**config.mk**
```make
export PLATFORM = sky130hd
export DESIGN_NAME = nv_clk_gate_en_ctrl
export DESIGN_NICKNAME = d
export VERILOG_FILES = /design/src/rtl/nv_clk_gate_pkg.sv /design/src/rtl/nv_sat_cnt.sv /design/src/rtl/nv_clk_gate_en_ctrl.sv
export SDC_FILE = /design/constraint.sdc
export NUM_CORES = 1
export LEC_CHECK = 0
export ABC_AREA = 1
export CAP_MARGIN = 20
export CORE_ASPECT_RATIO = 1.5
export CORE_MARGIN = 2
export CORE_UTILIZATION = 51
export DETAILED_ROUTE_END_ITERATION = 7
export PLACE_DENSITY_LB_ADDON = 0.12
export SYNTH_ARGS = -nofsm -noshare
export SYNTH_HDL_FRONTEND = slang
export SYNTH_SLANG_ARGS = --single-unit
export TNS_END_PERCENT = 5
```
**constraint.sdc**
```tcl
create_clock -name clk -period 4.45 [get_ports clk]
set_input_delay 0.89 -clock clk [delete_from_list [all_inputs] [get_ports clk]]
set_output_delay 0.89 -clock clk [all_outputs]
set_load 0.005 [all_outputs]
```
**src/rtl/nv_clk_gate_pkg.sv**
```systemverilog
// Shared types for the clock-gate enable controller: FSM state encoding and output decode helpers.
// Latency: n/a (types and pure functions only).
// Backpressure: n/a.
package nv_clk_gate_pkg;

    localparam int CG_STATE_W = 2;

    // ON: clock running and stable. OFF: clock gated. WAKE: clock re-enabled, settling.
    typedef enum logic [CG_STATE_W-1:0] {
        CG_ON   = 2'd0,
        CG_OFF  = 2'd1,
        CG_WAKE = 2'd2
    } cg_state_e;

    // Gate-cell enable implied by a state: only OFF stops the clock.
    function automatic logic cg_en_of(input cg_state_e s);
        return (s != CG_OFF);
    endfunction

    // Ready implied by a state: sources may only issue work once fully ON.
    function automatic logic cg_rdy_of(input cg_state_e s);
        return (s == CG_ON);
    endfunction

endpackage

```
**src/rtl/nv_sat_cnt.sv**
```systemverilog
// Saturating up-counter with synchronous clear; clear has priority over increment.
// Latency: count visible one cycle after inc/clr.
// Backpressure: none; inc at all-ones is silently dropped.
module nv_sat_cnt #(
    parameter int W = 8
) (
    input  logic         clk,
    input  logic         reset_,
    input  logic         clr,
    input  logic         inc,
    output logic [W-1:0] cnt
);

    // Hold at all-ones instead of wrapping so the count never aliases back to small values.
    always_ff @(posedge clk or negedge reset_) begin
        if (!reset_) begin
            cnt <= '0;
        end else if (clr) begin
            cnt <= '0;
        end else if (inc && (cnt != '1)) begin
            cnt <= cnt + 1'b1;
        end
    end

endmodule

```
**src/rtl/nv_clk_gate_en_ctrl.sv**
```systemverilog
// Drives the gate-cell enable from source activity: gates after idle hysteresis, wakes on demand.
// Latency: busy in OFF -> clk_en next cycle, clk_rdy WAKE_DLY cycles later; idle -> gated after thresh+1.
// Backpressure: sources hold src_busy until clk_rdy; dropping busy during WAKE is allowed.
module nv_clk_gate_en_ctrl
    import nv_clk_gate_pkg::*;
#(
    parameter int NUM_SRC    = 4,
    parameter int IDLE_CNT_W = 8,
    parameter int WAKE_DLY   = 2,
    parameter int STAT_W     = 16
) (
    input  logic                  clk,
    input  logic                  reset_,
    input  logic [NUM_SRC-1:0]    src_busy,
    input  logic                  cfg_gate_en,
    input  logic                  cfg_force_on,
    input  logic [IDLE_CNT_W-1:0] cfg_idle_thresh,
    input  logic                  cfg_cnt_clr,
    output logic                  clk_en,
    output logic                  clk_rdy,
    output logic [STAT_W-1:0]     gate_cnt
);

    // Wide enough to hold WAKE_DLY, the value wake_cnt reaches on the WAKE exit cycle.
    localparam int WK_W = $clog2(WAKE_DLY + 1);
    localparam logic [WK_W-1:0] WAKE_LAST = WK_W'(WAKE_DLY - 1);

    cg_state_e             state;
    cg_state_e             state_nxt;
    logic                  idle;
    logic [IDLE_CNT_W-1:0] idle_cnt;
    logic                  idle_clr;
    logic                  idle_inc;
    logic                  gate_inc;
    logic [WK_W-1:0]       wake_cnt;
    logic [WK_W-1:0]       wake_nxt;

    // Gating is allowed only when no source is busy, gating is enabled and not forced on.
    assign idle = ~|src_busy & cfg_gate_en & ~cfg_force_on;

    // Next-state and counter control. The threshold is compared live, so lowering it
    // below the running idle count gates on the very next idle cycle.
    always_comb begin
        state_nxt = state;
        idle_clr  = 1'b0;
        idle_inc  = 1'b0;
        gate_inc  = 1'b0;
        wake_nxt  = wake_cnt;
        case (state)
            CG_ON: begin
                if (!idle) begin
                    idle_clr = 1'b1;
                end else if (idle_cnt < cfg_idle_thresh) begin
                    idle_inc = 1'b1;
                end else begin
                    state_nxt = CG_OFF;
                    idle_clr  = 1'b1;
                    gate_inc  = 1'b1;
                end
            end
            CG_OFF: begin
                // Idle count is meaningless outside ON; keep it parked at zero.
                idle_clr = 1'b1;
                if (!idle) begin
                    state_nxt = CG_WAKE;
                    wake_nxt  = '0;
                end
            end
            CG_WAKE: begin
                // Idle is ignored here: once woken, the clock always settles to ON.
                idle_clr = 1'b1;
                wake_nxt = wake_cnt + 1'b1;
                if (wake_cnt == WAKE_LAST) begin
                    state_nxt = CG_ON;
                end
            end
            default: begin
                // Unused encoding: recover to the safe, clock-running state.
                state_nxt = CG_ON;
                idle_clr  = 1'b1;
            end
        endcase
    end

    // State, wake timer and registered outputs; outputs decode next-state so they
    // change on the same edge as the state and come straight from flops (glitch-free).
    always_ff @(posedge clk or negedge reset_) begin
        if (!reset_) begin
            state    <= CG_ON;
            wake_cnt <= '0;
            clk_en   <= 1'b1;
            clk_rdy  <= 1'b1;
        end else begin
            state    <= state_nxt;
            wake_cnt <= wake_nxt;
            clk_en   <= cg_en_of(state_nxt);
            clk_rdy  <= cg_rdy_of(state_nxt);
        end
    end

    // Consecutive-idle hysteresis counter; never wraps.
    nv_sat_cnt #(
        .W (IDLE_CNT_W)
    ) u_idle_cnt (
        .clk    (clk),
        .reset_ (reset_),
        .clr    (idle_clr),
        .inc    (idle_inc),
        .cnt    (idle_cnt)
    );

    // ON->OFF event statistics; software clear beats a same-cycle gating event.
    nv_sat_cnt #(
        .W (STAT_W)
    ) u_gate_cnt (
        .clk    (clk),
        .reset_ (reset_),
        .clr    (cfg_cnt_clr),
        .inc    (gate_inc),
        .cnt    (gate_cnt)
    );

endmodule

```
==> insert_results.sql <==
INSERT INTO impl_metrics (metric_group, metric, value, unit) VALUES
('timing', 'finalHoldWorstSlack', '0.477', 'ns'),
('synth', 'synth_warnings', '0', ''),
('synth', 'synth_area_per_cell', '7.35', 'µm²'),
('power_and_ir_drop', 'power_per_cell_area', '234', 'nW/µm²'),
('clocking', 'cts_repair_resize_count', '0', ''),
('clocking', 'clock_pin_slew_reported_for_the_worst_setup_and_hold_paths_after_clock_tree_synthesis', '0.06', 'ns'),
('detailed_routing', 'viasPerCell', '5.20', ''),
('setup_path', 'critPathRequiredTime', '4.67', 'ns'),
('timing', 'setup_total_negative_slack', '0', 'ns'),
('placement', 'gp_congestion', '0.796', ''),
('finish', 'final_nets', '324', ''),
('grt', 'grt.overflow.total', '0', ''),
('status', 'status', 'completed', ''),
('setup_path', 'cp_slowest_cell', 'clkdlybuf4s50_1', ''),
('finish', 'post-route-util', '64.5', '%'),
('finish', 'layout-drive-gt1-share', '5.70', '%'),
('synth', 'synth.area.top_cells', 'dfrtp_1, nand2_1, nor2_1', ''),
('die', 'chipHeight', '79.0', 'µm'),
('detailed_routing', 'drc', '0', ''),
('synth', 'ys_seq_area_share', '39.4', '%'),
('synth', 'postSynthCellCount', '260', ''),
('timing', 'maxSlewHeadroom', '59.1', '%'),
('timing', 'worst_max_slew_pin_slew', '0.611', 'ns'),
('clocking', 'cts.path.max_buffers', '2', ''),
('run', 'cap_violations', '0', ''),
('setup_path', 'crit_path_max_incr_delay', '0.86', 'ns'),
('setup_path', 'cp-end-kind', 'register', ''),
('timing', 'worst_clock_skew', '0.00988', 'ns'),
('synth', 'synth.top_cell.area_share', '36.6', '%'),
('synth', 'synth.distinct_cells', '28', ''),
('clocking', 'htree_num_levels', '2', ''),
('grt', 'overall_global_routing_resource_usage', '22.6', '%'),
('setup_path', 'arrival', '2.95', 'ns'),
('grt', 'pin_count_of_the_biggest_net_entering_global_routing', '31', ''),
('clocking', 'insertion_delay', '0.29', 'ns'),
('hold_path', 'timing.hold.worst.class', 'reg -> reg', ''),
('clocking', 'postCtsHoldBufs', '0', ''),
('timing', 'finalSetupViolations', '0', ''),
('clocking', 'cts_tree', 'yes', ''),
('synth', 'synth-seq-cells', '30', ''),
('synth', 'number_of_enable_type_register_cells_in_the_synthesized_netlist', '0', ''),
('timing', 'fmax', '367', 'MHz'),
('grt', 'grt_pass1_vias', '1649', ''),
('detailed_routing', 'drt-pass1-iter-count', '4', ''),
('die', 'start_util', '52.4', '%'),
('grt', 'initial_antenna_violation_count', '0', ''),
('detailed_routing', 'total_via_count_in_the_routed_design', '1772', ''),
('setup_path', 'timing.critical_path.mode_cell', 'nand2_1', ''),
('die', 'core.rowCount', '27', ''),
('timing', 'period_needed', '2.73', 'ns'),
('detailed_routing', 'detail_route.wl_per_cell', '12.2', 'µm'),
('synth', 'synth_top_cell_by_area', 'dfrtp_1', ''),
('die', 'floorplan.core_area', '3650', 'µm²'),
('finish', 'layout.area.seq', '753', 'µm²'),
('detailed_routing', 'initialDrtViolationCount', '19', ''),
('setup_path', 'timing.critical_path.cells', 'clkdlybuf4s50_1 -> clkinv_1 -> nand2_4 -> nand2_1 -> nand2_1', ''),
('placement', 'portBuffers', '34', ''),
('synth', 'yosys_most_used_dff', 'dfrtp_1', ''),
('synth', 'syn_nets', '287', ''),
('setup_path', 'reg2regPathDepth', '8', ''),
('setup_path', 'worstSetupPathType', 'in -> reg', ''),
('clocking', 'tritoncts.num_buffers', '5', ''),
('setup_path', 'critPathMaxFanout', '18', ''),
('timing', 'finalHoldViolations', '0', ''),
('detailed_routing', 'route.final.wire_length', '4150', 'µm'),
('timing', 'grt_setup_unrepaired', 'no', ''),
('power_and_ir_drop', 'worst_case_vdd_ir_drop', '0.196', 'mV'),
('finish', 'area_delta_synth_final', '23.2', '%'),
('setup_path', 'worstSetupStartpointType', 'primary input', ''),
('finish', 'multiInputGateArea', '1010', 'µm²'),
('timing', 'layout_worst_path_cycle_share', '61.2', '%');
[cell usage after synthesis (2+ instances only)]
cell type,count
a21oi_1,10
inv_1,26
xor2_1,8
buf_6,2
nor2_1,38
ha_1,10
nand2_1,68
nand3_1,28
nand4_1,5
nor2_4,2
dfstp_2,2
nand2_4,2
dfrtp_1,28
nor3_1,11
o21ai_0,7
[routing by layer]
| layer | GRT usage, % | wire length [µm] | up-vias |
|---|---|---|---|
| li1 | - | - | 913 |
| met1 | 24.4 | 1680 | 818 |
| met3 | 5.83 | 128 | 12 |
| met5 | 0 | 0 | - |
| met4 | 11.3 | 110 | 0 |
| met2 | 39.1 | 2230 | 29 |
[metrics by stage]
| step | std cells | power [mW] | instance area, µm² |
|---|---|---|---|
| 6_report | 341 | 0.550 | 2350 |
| 4_1_cts | 341 | 0.556 | 2350 |
| 5_1_grt | 341 | 0.576 | 2350 |
| 3_5_place_dp | 333 | 0.343 | 2270 |
| 3_3_place_gp | 333 | 0.342 | 2270 |
| 2_1_floorplan | 260 | 0.312 | 1910 |
[sequential cells by signal, indices dropped and copies added (netlist names)]
name / flops
u_gate_cnt.cnt: 16
u_idle_cnt.cnt: 8
clk_rdy: 1
state: 2
clk_en: 1
wake_cnt: 2
[cells by family (layout without fill, tap and decap cells)]
family                   Yosys count  in the layout  synth area share (%)
AND/OR/NAND/NOR                  159            159                  37.2
buffers and inverters             33             71                  7.53
flip-flops                        30             30                  39.4
AO/OA/AOI/OAI                     19             19                  5.17
adder cells (fa/ha/maj)           10             10                  6.54
XOR/XNOR                           9              9                  4.12
[layout make-up]
type                    count  share of cell area, %
well taps                  43                   2.28
clock buffers               8                   3.40
repair buffers             35                   14.8
multi-input cells         197                   43.1
inverters                  28                   4.46
flip-flops and latches     30                   32.0
[power by group]
part           internal [mW]  switching (mW)
sequential             0.278         0.00565
combinational         0.0268          0.0265
clock                  0.111           0.102
total                  0.416           0.134
[worst max-delay path: cells and delay by family]
| family | cells | cell delay (ns) |
|---|---|---|
| buffers and inverters | 2 | 1.50 |
| and+or+nand+nor | 3 | 0.55 |
[worst paths after layout]
check	from	endpoint	slack [ns]
max in group asynchronous	reset_	clk_en	3.13
setup reg to reg	u_idle_cnt.cnt[7]	u_gate_cnt.cnt[12]	2.47
min in group asynchronous	reset_	u_gate_cnt.cnt[6]	0.99
setup / recovery	cfg_cnt_clr	u_gate_cnt.cnt[12]	1.72
hold / removal	wake_cnt[0]	wake_cnt[0]	0.48
hold reg to reg	wake_cnt[0]	wake_cnt[0]	0.48
[placed cells by master, fill, tap and decap left out, drive strengths merged]
master         instances
clkbuf                 8
a21oi                 10
nand4                  6
nand2                 71
o21ai                  7
dfrtp                 28
or2                    1
clkinv                 1
buf                    1
inv                   27
nand3b                 1
xnor2                  1
o22ai                  1
nor3                  11
clkdlybuf4s50         34
nand3                 29
xor2                   8
nor2                  40
dfstp                  2
ha                    10
o21a                   1
Note: power is estimated with default switching activity, not from simulation.
